`src/rtl/servo_ramp_controller.sv`:
```
// Servo ramp controller: a CPU custom-instruction slave that holds two target
// duty values and walks the live duty of each channel toward its target in
// fixed steps at a programmable tick rate, pushing every change to a PWM
// generator through a second custom-instruction port.
module servo_ramp_controller #(
    parameter logic [7:0] customId    = 8'h00,
    parameter logic [7:0] pwmCustomId = 8'h01
) (
    input  logic        clock,
    input  logic        reset_n,
    input  logic        start,
    input  logic [31:0] valueA,
    input  logic [31:0] valueB,
    input  logic [7:0]  ciN,
    output logic        done,
    output logic [31:0] result,
    output logic        pwm_start,
    output logic [31:0] pwm_valueA,
    output logic [31:0] pwm_valueB,
    output logic [7:0]  pwm_ciN,
    input  logic        pwm_done
);

    typedef enum logic [2:0] {
        ST_IDLE,
        ST_WRMASK,
        ST_COUNT,
        ST_CALC,
        ST_WR0,
        ST_WR1
    } state_t;

    state_t      state_q, state_d;
    logic [19:0] cur0_q, cur0_d;
    logic [19:0] cur1_q, cur1_d;
    logic [19:0] tgt0_q, tgt0_d;
    logic [19:0] tgt1_q, tgt1_d;
    logic [19:0] step_q, step_d;
    logic [23:0] period_q, period_d;
    logic [23:0] cnt_q, cnt_d;
    logic [1:0]  mask_q, mask_d;
    logic        mask_dirty_q, mask_dirty_d;
    logic        ch1_chg_q, ch1_chg_d;
    logic        pwm_start_q, pwm_start_d;
    logic [31:0] pwm_valueA_q, pwm_valueA_d;
    logic [31:0] pwm_valueB_q, pwm_valueB_d;

    logic [2:0]  opcode;
    logic        cpu_wr;
    logic [19:0] nxt0, nxt1;
    logic [19:0] cur_sel;
    logic        unused_bits;

    // One ramp step toward the target, clamped so the target is never passed;
    // a zero step jumps straight to the target.
    function automatic logic [19:0] ramp_next(input logic [19:0] cur,
                                              input logic [19:0] tgt,
                                              input logic [19:0] step);
        logic [20:0] sum;
        logic [20:0] gap;
        sum       = {1'b0, cur} + {1'b0, step};
        gap       = {1'b0, cur} - {1'b0, tgt};
        ramp_next = tgt;
        if (step != 20'd0) begin
            if (cur < tgt) begin
                if (sum < {1'b0, tgt}) ramp_next = sum[19:0];
            end else if (cur > tgt) begin
                if ({1'b0, step} < gap) ramp_next = cur - step;
            end
        end
        return ramp_next;
    endfunction

    assign opcode      = valueA[2:0];
    assign done        = start && (ciN == customId);
    assign cpu_wr      = done && reset_n;
    assign nxt0        = ramp_next(cur0_q, tgt0_q, step_q);
    assign nxt1        = ramp_next(cur1_q, tgt1_q, step_q);
    assign cur_sel     = valueA[3] ? cur1_q : cur0_q;
    assign unused_bits = &{1'b0, valueA[31:4], valueB[31:24]};

    assign pwm_start  = pwm_start_q;
    assign pwm_valueA = pwm_valueA_q;
    assign pwm_valueB = pwm_valueB_q;
    assign pwm_ciN    = pwmCustomId;

    // Status read data is only driven while this block is answering an instruction.
    always_comb begin
        result = 32'd0;
        if (done && (opcode == 3'd5)) begin
            result = {(state_q != ST_IDLE), 11'd0, cur_sel};
        end
    end

    // Next-state logic: CPU register writes and the ramp/PWM-write sequencer.
    always_comb begin
        state_d      = state_q;
        cur0_d       = cur0_q;
        cur1_d       = cur1_q;
        tgt0_d       = tgt0_q;
        tgt1_d       = tgt1_q;
        step_d       = step_q;
        period_d     = period_q;
        cnt_d        = cnt_q;
        mask_d       = mask_q;
        mask_dirty_d = mask_dirty_q;
        ch1_chg_d    = ch1_chg_q;
        pwm_start_d  = pwm_start_q;
        pwm_valueA_d = pwm_valueA_q;
        pwm_valueB_d = pwm_valueB_q;

        if (cpu_wr) begin
            case (opcode)
                3'd0:    mask_d   = valueB[1:0];
                3'd1:    tgt0_d   = valueB[19:0];
                3'd2:    tgt1_d   = valueB[19:0];
                3'd3:    step_d   = valueB[19:0];
                3'd4:    period_d = valueB[23:0];
                default: ;
            endcase
        end

        case (state_q)
            ST_IDLE: begin
                if (mask_dirty_q) begin
                    state_d      = ST_WRMASK;
                    pwm_start_d  = 1'b1;
                    pwm_valueA_d = {28'd0, 2'b00, mask_q};
                    pwm_valueB_d = 32'd0;
                end else if ((cur0_q != tgt0_q) || (cur1_q != tgt1_q)) begin
                    state_d = ST_COUNT;
                    cnt_d   = period_q;
                end
            end
            ST_WRMASK: begin
                if (pwm_done) begin
                    state_d      = ST_IDLE;
                    pwm_start_d  = 1'b0;
                    mask_dirty_d = 1'b0;
                end
            end
            ST_COUNT: begin
                if (cnt_q == 24'd0) begin
                    state_d = ST_CALC;
                end else begin
                    cnt_d = cnt_q - 24'd1;
                end
            end
            ST_CALC: begin
                cur0_d    = nxt0;
                cur1_d    = nxt1;
                ch1_chg_d = (nxt1 != cur1_q);
                if (nxt0 != cur0_q) begin
                    state_d      = ST_WR0;
                    pwm_start_d  = 1'b1;
                    pwm_valueA_d = {28'd0, 2'b01, mask_q};
                    pwm_valueB_d = {12'd0, nxt0};
                end else if (nxt1 != cur1_q) begin
                    state_d      = ST_WR1;
                    pwm_start_d  = 1'b1;
                    pwm_valueA_d = {28'd0, 2'b10, mask_q};
                    pwm_valueB_d = {12'd0, nxt1};
                end else begin
                    state_d = ST_IDLE;
                end
            end
            ST_WR0: begin
                if (pwm_done) begin
                    if (ch1_chg_q) begin
                        state_d      = ST_WR1;
                        pwm_valueA_d = {28'd0, 2'b10, mask_q};
                        pwm_valueB_d = {12'd0, cur1_q};
                    end else begin
                        state_d     = ST_IDLE;
                        pwm_start_d = 1'b0;
                    end
                end
            end
            ST_WR1: begin
                if (pwm_done) begin
                    state_d     = ST_IDLE;
                    pwm_start_d = 1'b0;
                end
            end
            default: begin
                state_d     = ST_IDLE;
                pwm_start_d = 1'b0;
            end
        endcase

        if (cpu_wr && (opcode == 3'd0)) begin
            mask_dirty_d = 1'b1;
        end
    end

    // State register with synchronous active-low reset.
    always_ff @(posedge clock) begin
        if (!reset_n) begin
            state_q      <= ST_IDLE;
            cur0_q       <= 20'd0;
            cur1_q       <= 20'd0;
            tgt0_q       <= 20'd0;
            tgt1_q       <= 20'd0;
            step_q       <= 20'd0;
            period_q     <= 24'd0;
            cnt_q        <= 24'd0;
            mask_q       <= 2'd0;
            mask_dirty_q <= 1'b0;
            ch1_chg_q    <= 1'b0;
            pwm_start_q  <= 1'b0;
            pwm_valueA_q <= 32'd0;
            pwm_valueB_q <= 32'd0;
        end else begin
            state_q      <= state_d;
            cur0_q       <= cur0_d;
            cur1_q       <= cur1_d;
            tgt0_q       <= tgt0_d;
            tgt1_q       <= tgt1_d;
            step_q       <= step_d;
            period_q     <= period_d;
            cnt_q        <= cnt_d;
            mask_q       <= mask_d;
            mask_dirty_q <= mask_dirty_d;
            ch1_chg_q    <= ch1_chg_d;
            pwm_start_q  <= pwm_start_d;
            pwm_valueA_q <= pwm_valueA_d;
            pwm_valueB_q <= pwm_valueB_d;
        end
    end

endmodule

```
`config.mk`:
```
export PLATFORM = sky130hd
export DESIGN_NAME = servo_ramp_controller
export DESIGN_NICKNAME = d
export VERILOG_FILES = /design/src/rtl/servo_ramp_controller.sv
export SDC_FILE = /design/constraint.sdc
export NUM_CORES = 1
export LEC_CHECK = 0
export CELL_PAD_IN_SITES_DETAIL_PLACEMENT = 1
export CELL_PAD_IN_SITES_GLOBAL_PLACEMENT = 1
export CORE_MARGIN = 4
export CORE_UTILIZATION = 39
export DETAILED_ROUTE_END_ITERATION = 8
export PLACE_DENSITY_LB_ADDON = 0.12
export RECOVER_POWER = 50
export SETUP_SLACK_MARGIN = 0.5
export SKIP_CTS_REPAIR_TIMING = 1
export SLEW_MARGIN = 30
export SYNTH_ARGS = -nofsm -noshare
export SYNTH_HDL_FRONTEND = slang
export SYNTH_SLANG_ARGS = --single-unit
```
`constraint.sdc`:
```
create_clock -name clock -period 6.7 [get_ports clock]
set_clock_uncertainty 0.05 [all_clocks]
set_input_delay 1.34 -clock clock [delete_from_list [all_inputs] [get_ports clock]]
set_output_delay 1.34 -clock clock [all_outputs]
set_load 0.005 [all_outputs]
```
==> qor.csv, run 1 <==
metric;value;unit
GPL Wtd Cong;1.02;
die area;51100;µm²
Async SR Flop Fraction;0;
final setup margin;-0.167;ns
failing checks;negative setup slack;
final hold violations;0;
leakage power;10.4;nW
CP Class;flip-flop to flip-flop;
maximum VDD drop;0.182;mV
GRT Util Overall;0.369;
via count;22000;
dpl hpwl;77.5;mm
Buffers & Inverters on Critical Path;8;
Setup WS pre-CTS;-1.01;ns
Setup Viol. Count Final;25;
Post-Syn Area;18600;µm²
worst skew pair latency;0.50;ns
final worst path period share;1.02;
CTS Buf Count;17;
Sink Count;180;
initial drt markers;2210;
drt total wl;98.4;mm
synth warn;0;
count of cell types in the netlist;91;
Worst Hold Class;flip-flop to flip-flop;
CTS tree;yes;
largest net degree at the start of global routing;69;
Die H;226;µm
layout overhead on the synthesized area;32.7;%
initial antenna violation count;4;
required time of the critical path;7.04;ns
port buffer count;86;
vias in the first global route;21700;
Starting Density;0.397;
status;finished with violations;
top-count cell post-synth;a21oi_1;
crit path max fanout;13;
Avg WL per Cell;27.3;µm
Routed Antenna Nets;0;
Worst Setup Start Kind;flip-flop;
CTS H-tree depth;4;
mean post-synth cell area;7.36;µm²
share of Yosys cell area claimed by the top area cell type;0.194;
RSZ-0062 raised after global routing;yes;
Arr. time, crit path;7.21;ns
Area contributors post-synth;dfxtp_1 19%, ha_1 13%, a21oi_1 8.6%;
hold slack;0.407;ns
first-pass GRT wire length;141;mm
Rel. slew slack;0.242;
Worst-Margin Slew;1.13;ns
Post-synth EDFFs;0;
max-cap viol count;0;
Clk pin slew, worst setup/hold paths;0.08;ns
slowest CP cell;nor4_4;
Pre-antenna DRT Iters;6;
min cycle time layout;6.87;ns
Synth Register Bits;180;
Die W;226;µm
Via density;6.11;
core box area;46800;µm²
Bufs on Longest Clock Path;2;
pwr dens;92.6;nW/µm²
Total Nets Final;3264;
share of layout cells above drive strength 1;0.241;
largest area contributor in the netlist;dfxtp_1;
Root Driver;clkbuf_16;
num ports;182;
crit end category;flip-flop;
Seq/Total Area, Yosys;0.194;
delay-heaviest family, CP;simple AND/OR/NAND/NOR gates;
GRT overflow;0;
Main synth FF type;dfxtp_1;
DR DRC count;0;
Pins Over Slew Limit;0;
Slowest Stage Delay on Critical Path;0.48;ns
Synth Instances;2521;
most used cell, CP;nand4_1;
Max Clk Rate;0.146;GHz
row cnt;79;
Synth top cells by count;320 x a21oi_1, 267 x nand2_1, 241 x nor2_1;
-- worst min-delay path, cell delays in order, from the launching register on --
cell	delay, ns
dfxtp_1	0.31
nand2_1	0.05
a21oi_1	0.05
-- layout by cell type, fill, tap and decap left out, drive strengths merged, types with 33 or more instances in the layout --
master / n
a211oi: 33
a21o: 33
a21oi: 320
buf: 487
clkdlybuf4s50: 71
conb: 59
dfxtp: 180
ha: 195
inv: 156
mux2i: 74
nand2: 267
nand3: 49
nor2: 241
nor3: 51
o21ai: 119
xnor2: 76
xor2: 33
-- through the flow --
step	utilization	cell area, µm²	std cells	total power, mW	setup TNS, ns
6_report	0.527	24600	3608	2.28	-2.44
5_1_grt	0.526	24600	3607	2.34	-7.34
4_1_cts	0.503	23500	3568	2.29	-26.36
3_5_place_dp	0.490	22900	3536	1.20	-23.90
3_3_place_gp	0.489	22900	3535	1.20	-16.94
2_1_floorplan	-	18800	2578	1.16	0
-- layer usage --
metal / track usage / routed length (µm) / up-vias
met5: 0 / 13 / -
met2: 0.582 / 43800 / 924
met1: 0.498 / 41500 / 10900
met3: 0.0534 / 7470 / 226
met4: 0.171 / 5570 / 2
li1: - / - / 9946
-- sequential cells by signal (all words and copies together) (netlist names) --
register / flops
pwm_start: 1
pwm_valueA: 4
mask_dirty_q: 1
ch1_chg_q: 1
step_q: 20
mask_q: 2
tgt0_q: 20
pwm_valueB: 20
cnt_q: 24
period_q: 24
cur1_q: 20
state_q: 3
cur0_q: 20
tgt1_q: 20
-- area by class of cell --
class                           count  area, µm²
Timing Repair Buffer              572       4640
Sequential cell                   180       3610
Fill cell                        5784      22100
Inverter                          149        564
Tap cell                          607        759
Multi-Input combinational cell   2067      14400
Clock buffer                       18        439
Clock inverter                     14        160
Antenna cell                        1       2.50
-- final timing paths --
path              cells past startpoint         start  slack (ns)              to
setup / recovery                     30     step_q[0]       -0.17  pwm_valueB[11]
hold / removal                        2  period_q[19]        0.41    period_q[19]
setup reg to reg                     30     step_q[0]       -0.17  pwm_valueB[11]
hold reg to reg                       2  period_q[19]        0.41    period_q[19]
-- report_power, final --
| part | switching, mW | total [mW] | internal [mW] |
|---|---|---|---|
| registers | 0.000553 | 1.07 | 1.07 |
| logic | 0.0771 | 0.109 | 0.0323 |
| clock network | 0.559 | 1.10 | 0.542 |
| total | 0.636 | 2.28 | 1.64 |
-- cells by family after synthesis --
family                     after synthesis  synth area share
xor gates and xnor gates               109            0.0515
adders and majority gates              201             0.138
and+or+nand+nor                        833             0.210
buffers and inverters                  331            0.0811
AOI/OAI and AO/OA                      786             0.281
other                                    2          0.000405
muxes                                   79            0.0430
DFF                                    180             0.194
(Power assumes the default switching activity.)
==> inputs of run 2 (changes only) <==
--- a/config.mk
+++ b/config.mk
@@ -6,9 +6,9 @@
 export NUM_CORES = 1
 export LEC_CHECK = 0
 export CELL_PAD_IN_SITES_DETAIL_PLACEMENT = 1
-export CELL_PAD_IN_SITES_GLOBAL_PLACEMENT = 1
+export CELL_PAD_IN_SITES_GLOBAL_PLACEMENT = 2
 export CORE_MARGIN = 4
-export CORE_UTILIZATION = 39
+export CORE_UTILIZATION = 31
 export DETAILED_ROUTE_END_ITERATION = 8
 export PLACE_DENSITY_LB_ADDON = 0.12
 export RECOVER_POWER = 50
==> qor.csv, run 2 (synthesis gave the netlist of run 1 again) <==
metric;value;unit
Die H;253;µm
CTS H-tree depth;4;
Arr. time, crit path;7.40;ns
crit path max fanout;6;
Setup crit start;cur1_q[0];
Hold Path Origin;period_q[4];
GRT Util Overall;0.295;
sequential fraction of design power;0.460;
initial antenna violation count;4;
Setup Viol. Count Final;25;
failing checks;max-capacitance violations, max-slew violations, negative setup slack;
Die W;253;µm
max-cap viol count;2;
largest registers;cnt_q (24), period_q (24);
dpl hpwl;79.9;mm
final setup margin;-0.369;ns
clock group share of total power;0.497;
crit end category;flip-flop;
status;finished with violations;
Worst Setup Start Kind;flip-flop;
Clk pin slew, worst setup/hold paths;0.08;ns
min cycle time layout;7.07;ns
Max Clk Rate;0.141;GHz
Fillers;7281;
R2R Path Start;cur1_q[0];
Buffers & Inverters on Critical Path;7;
leakage power;10.3;nW
cell area after layout;24600;µm²
fin util;0.416;
CP Class;flip-flop to flip-flop;
Net Sw Frac;0.247;
row cnt;89;
worst skew pair latency;0.48;ns
GPL Wtd Cong;0.990;
Pint;1.75;mW
Pre-antenna DRT Iters;5;
first-pass GRT wire length;141;mm
Pins Over Slew Limit;46;
Worst-Margin Slew;1.97;ns
final hold violations;0;
Via density;5.55;
Total Nets Final;3270;
initial drt markers;1259;
num ports;182;
pwr dens;94.5;nW/µm²
CTS Buf Count;17;
Sink Count;180;
delay-heaviest family, CP;simple AND/OR/NAND/NOR gates;
share of layout cells above drive strength 1;0.226;
required time of the critical path;7.03;ns
layout overhead on the synthesized area;32.7;%
GRT overflow;0;
Net Sw Power;0.575;mW
DR DRC count;0;
port buffer count;86;
largest net degree at the start of global routing;62;
placed inst area;23300;µm²
die area;63800;µm²
vias in the first global route;21800;
core box area;59100;µm²
Slowest Stage Delay on Critical Path;0.58;ns
final worst path period share;1.06;
Comb pwr share;0.043;
Routed Antenna Nets;0;
RSZ-0062 raised after global routing;yes;
Root Driver;clkbuf_16;
via count;21000;
Rel. slew slack;-0.314;
Worst Hold Class;flip-flop to flip-flop;
slowest CP cell;or4_4;
most common cell after layout, fill and taps aside;buf_4;
most frequent cells in the layout;473 x buf_4, 310 x a21oi_1, 266 x nand2_1;
maximum VDD drop;0.188;mV
Starting Density;0.314;
Bufs on Longest Clock Path;2;
CTS tree;yes;
Avg WL per Cell;25.5;µm
drt total wl;96.5;mm
run 2: cell count changes in the layout (fill, tap and decap cells not counted), sizes merged:
cell	previous run	this run
dlygate4sd3	14	25
clkdlybuf4s50	71	60
bufinv	1	4
clkinv	5	4
clkbuf	18	25
inv	156	152
buf	487	488
run 2: final cells by class:
type | count | area, µm² | share of cell area
Tap cell | 773 | 967 | 0.0393
Antenna cell | 1 | 2.50 | 0.000102
Multi-Input combinational cell | 2067 | 14200 | 0.575
Inverter | 149 | 564 | 0.0229
Clock buffer | 20 | 457 | 0.0186
Timing Repair Buffer | 578 | 4660 | 0.189
Clock inverter | 12 | 188 | 0.00762
Sequential cell | 180 | 3610 | 0.147
run 2: metrics by stage:
stage | hold slack (ns) | TNS, ns | power, mW | std cells | worst slack, ns
2_1_floorplan | 0.386 | 0 | 1.16 | 2578 | 0.534
3_3_place_gp | 0.393 | -22.28 | 1.19 | 3720 | -0.938
3_5_place_dp | 0.399 | -25.89 | 1.19 | 3721 | -1.08
4_1_cts | 0.410 | -27.83 | 2.36 | 3753 | -1.14
5_1_grt | 0.424 | -13.09 | 2.41 | 3779 | -0.569
6_report | 0.408 | -7.48 | 2.33 | 3780 | -0.369
run 2: final timing paths:
check	endpoint	depth (start not counted)	slack [ns]
min	period_q[4]	2	0.41
min reg2reg	period_q[4]	2	0.41
max reg2reg	pwm_valueB[11]	29	-0.37
max	pwm_valueB[11]	29	-0.37
run 2: worst min-delay path, delay by kind of cell (launching register included):
family	cells	cell delay, ns
AO/OA/AOI/OAI	1	0.05
AND/OR/NAND/NOR	1	0.05
flip-flops	1	0.31
run 2: metal layers:
layer / vias to the layer above / wire (µm) / track usage
met5: - / 0 / 0
met4: 0 / 4540 / 0.122
met3: 142 / 2930 / 0.0251
met2: 402 / 46400 / 0.513
met1: 10500 / 42700 / 0.375
li1: 9962 / - / -
run 2: power by group through the flow:
stage	sequential [mW]	clock [mW]	combinational (mW)
2_1_floorplan	1.09	0	0.0634
3_3_place_gp	1.09	0	0.0972
3_5_place_dp	1.09	0	0.0978
4_1_cts	1.07	1.19	0.0979
5_1_grt	1.07	1.23	0.106
6_report	1.07	1.16	0.101
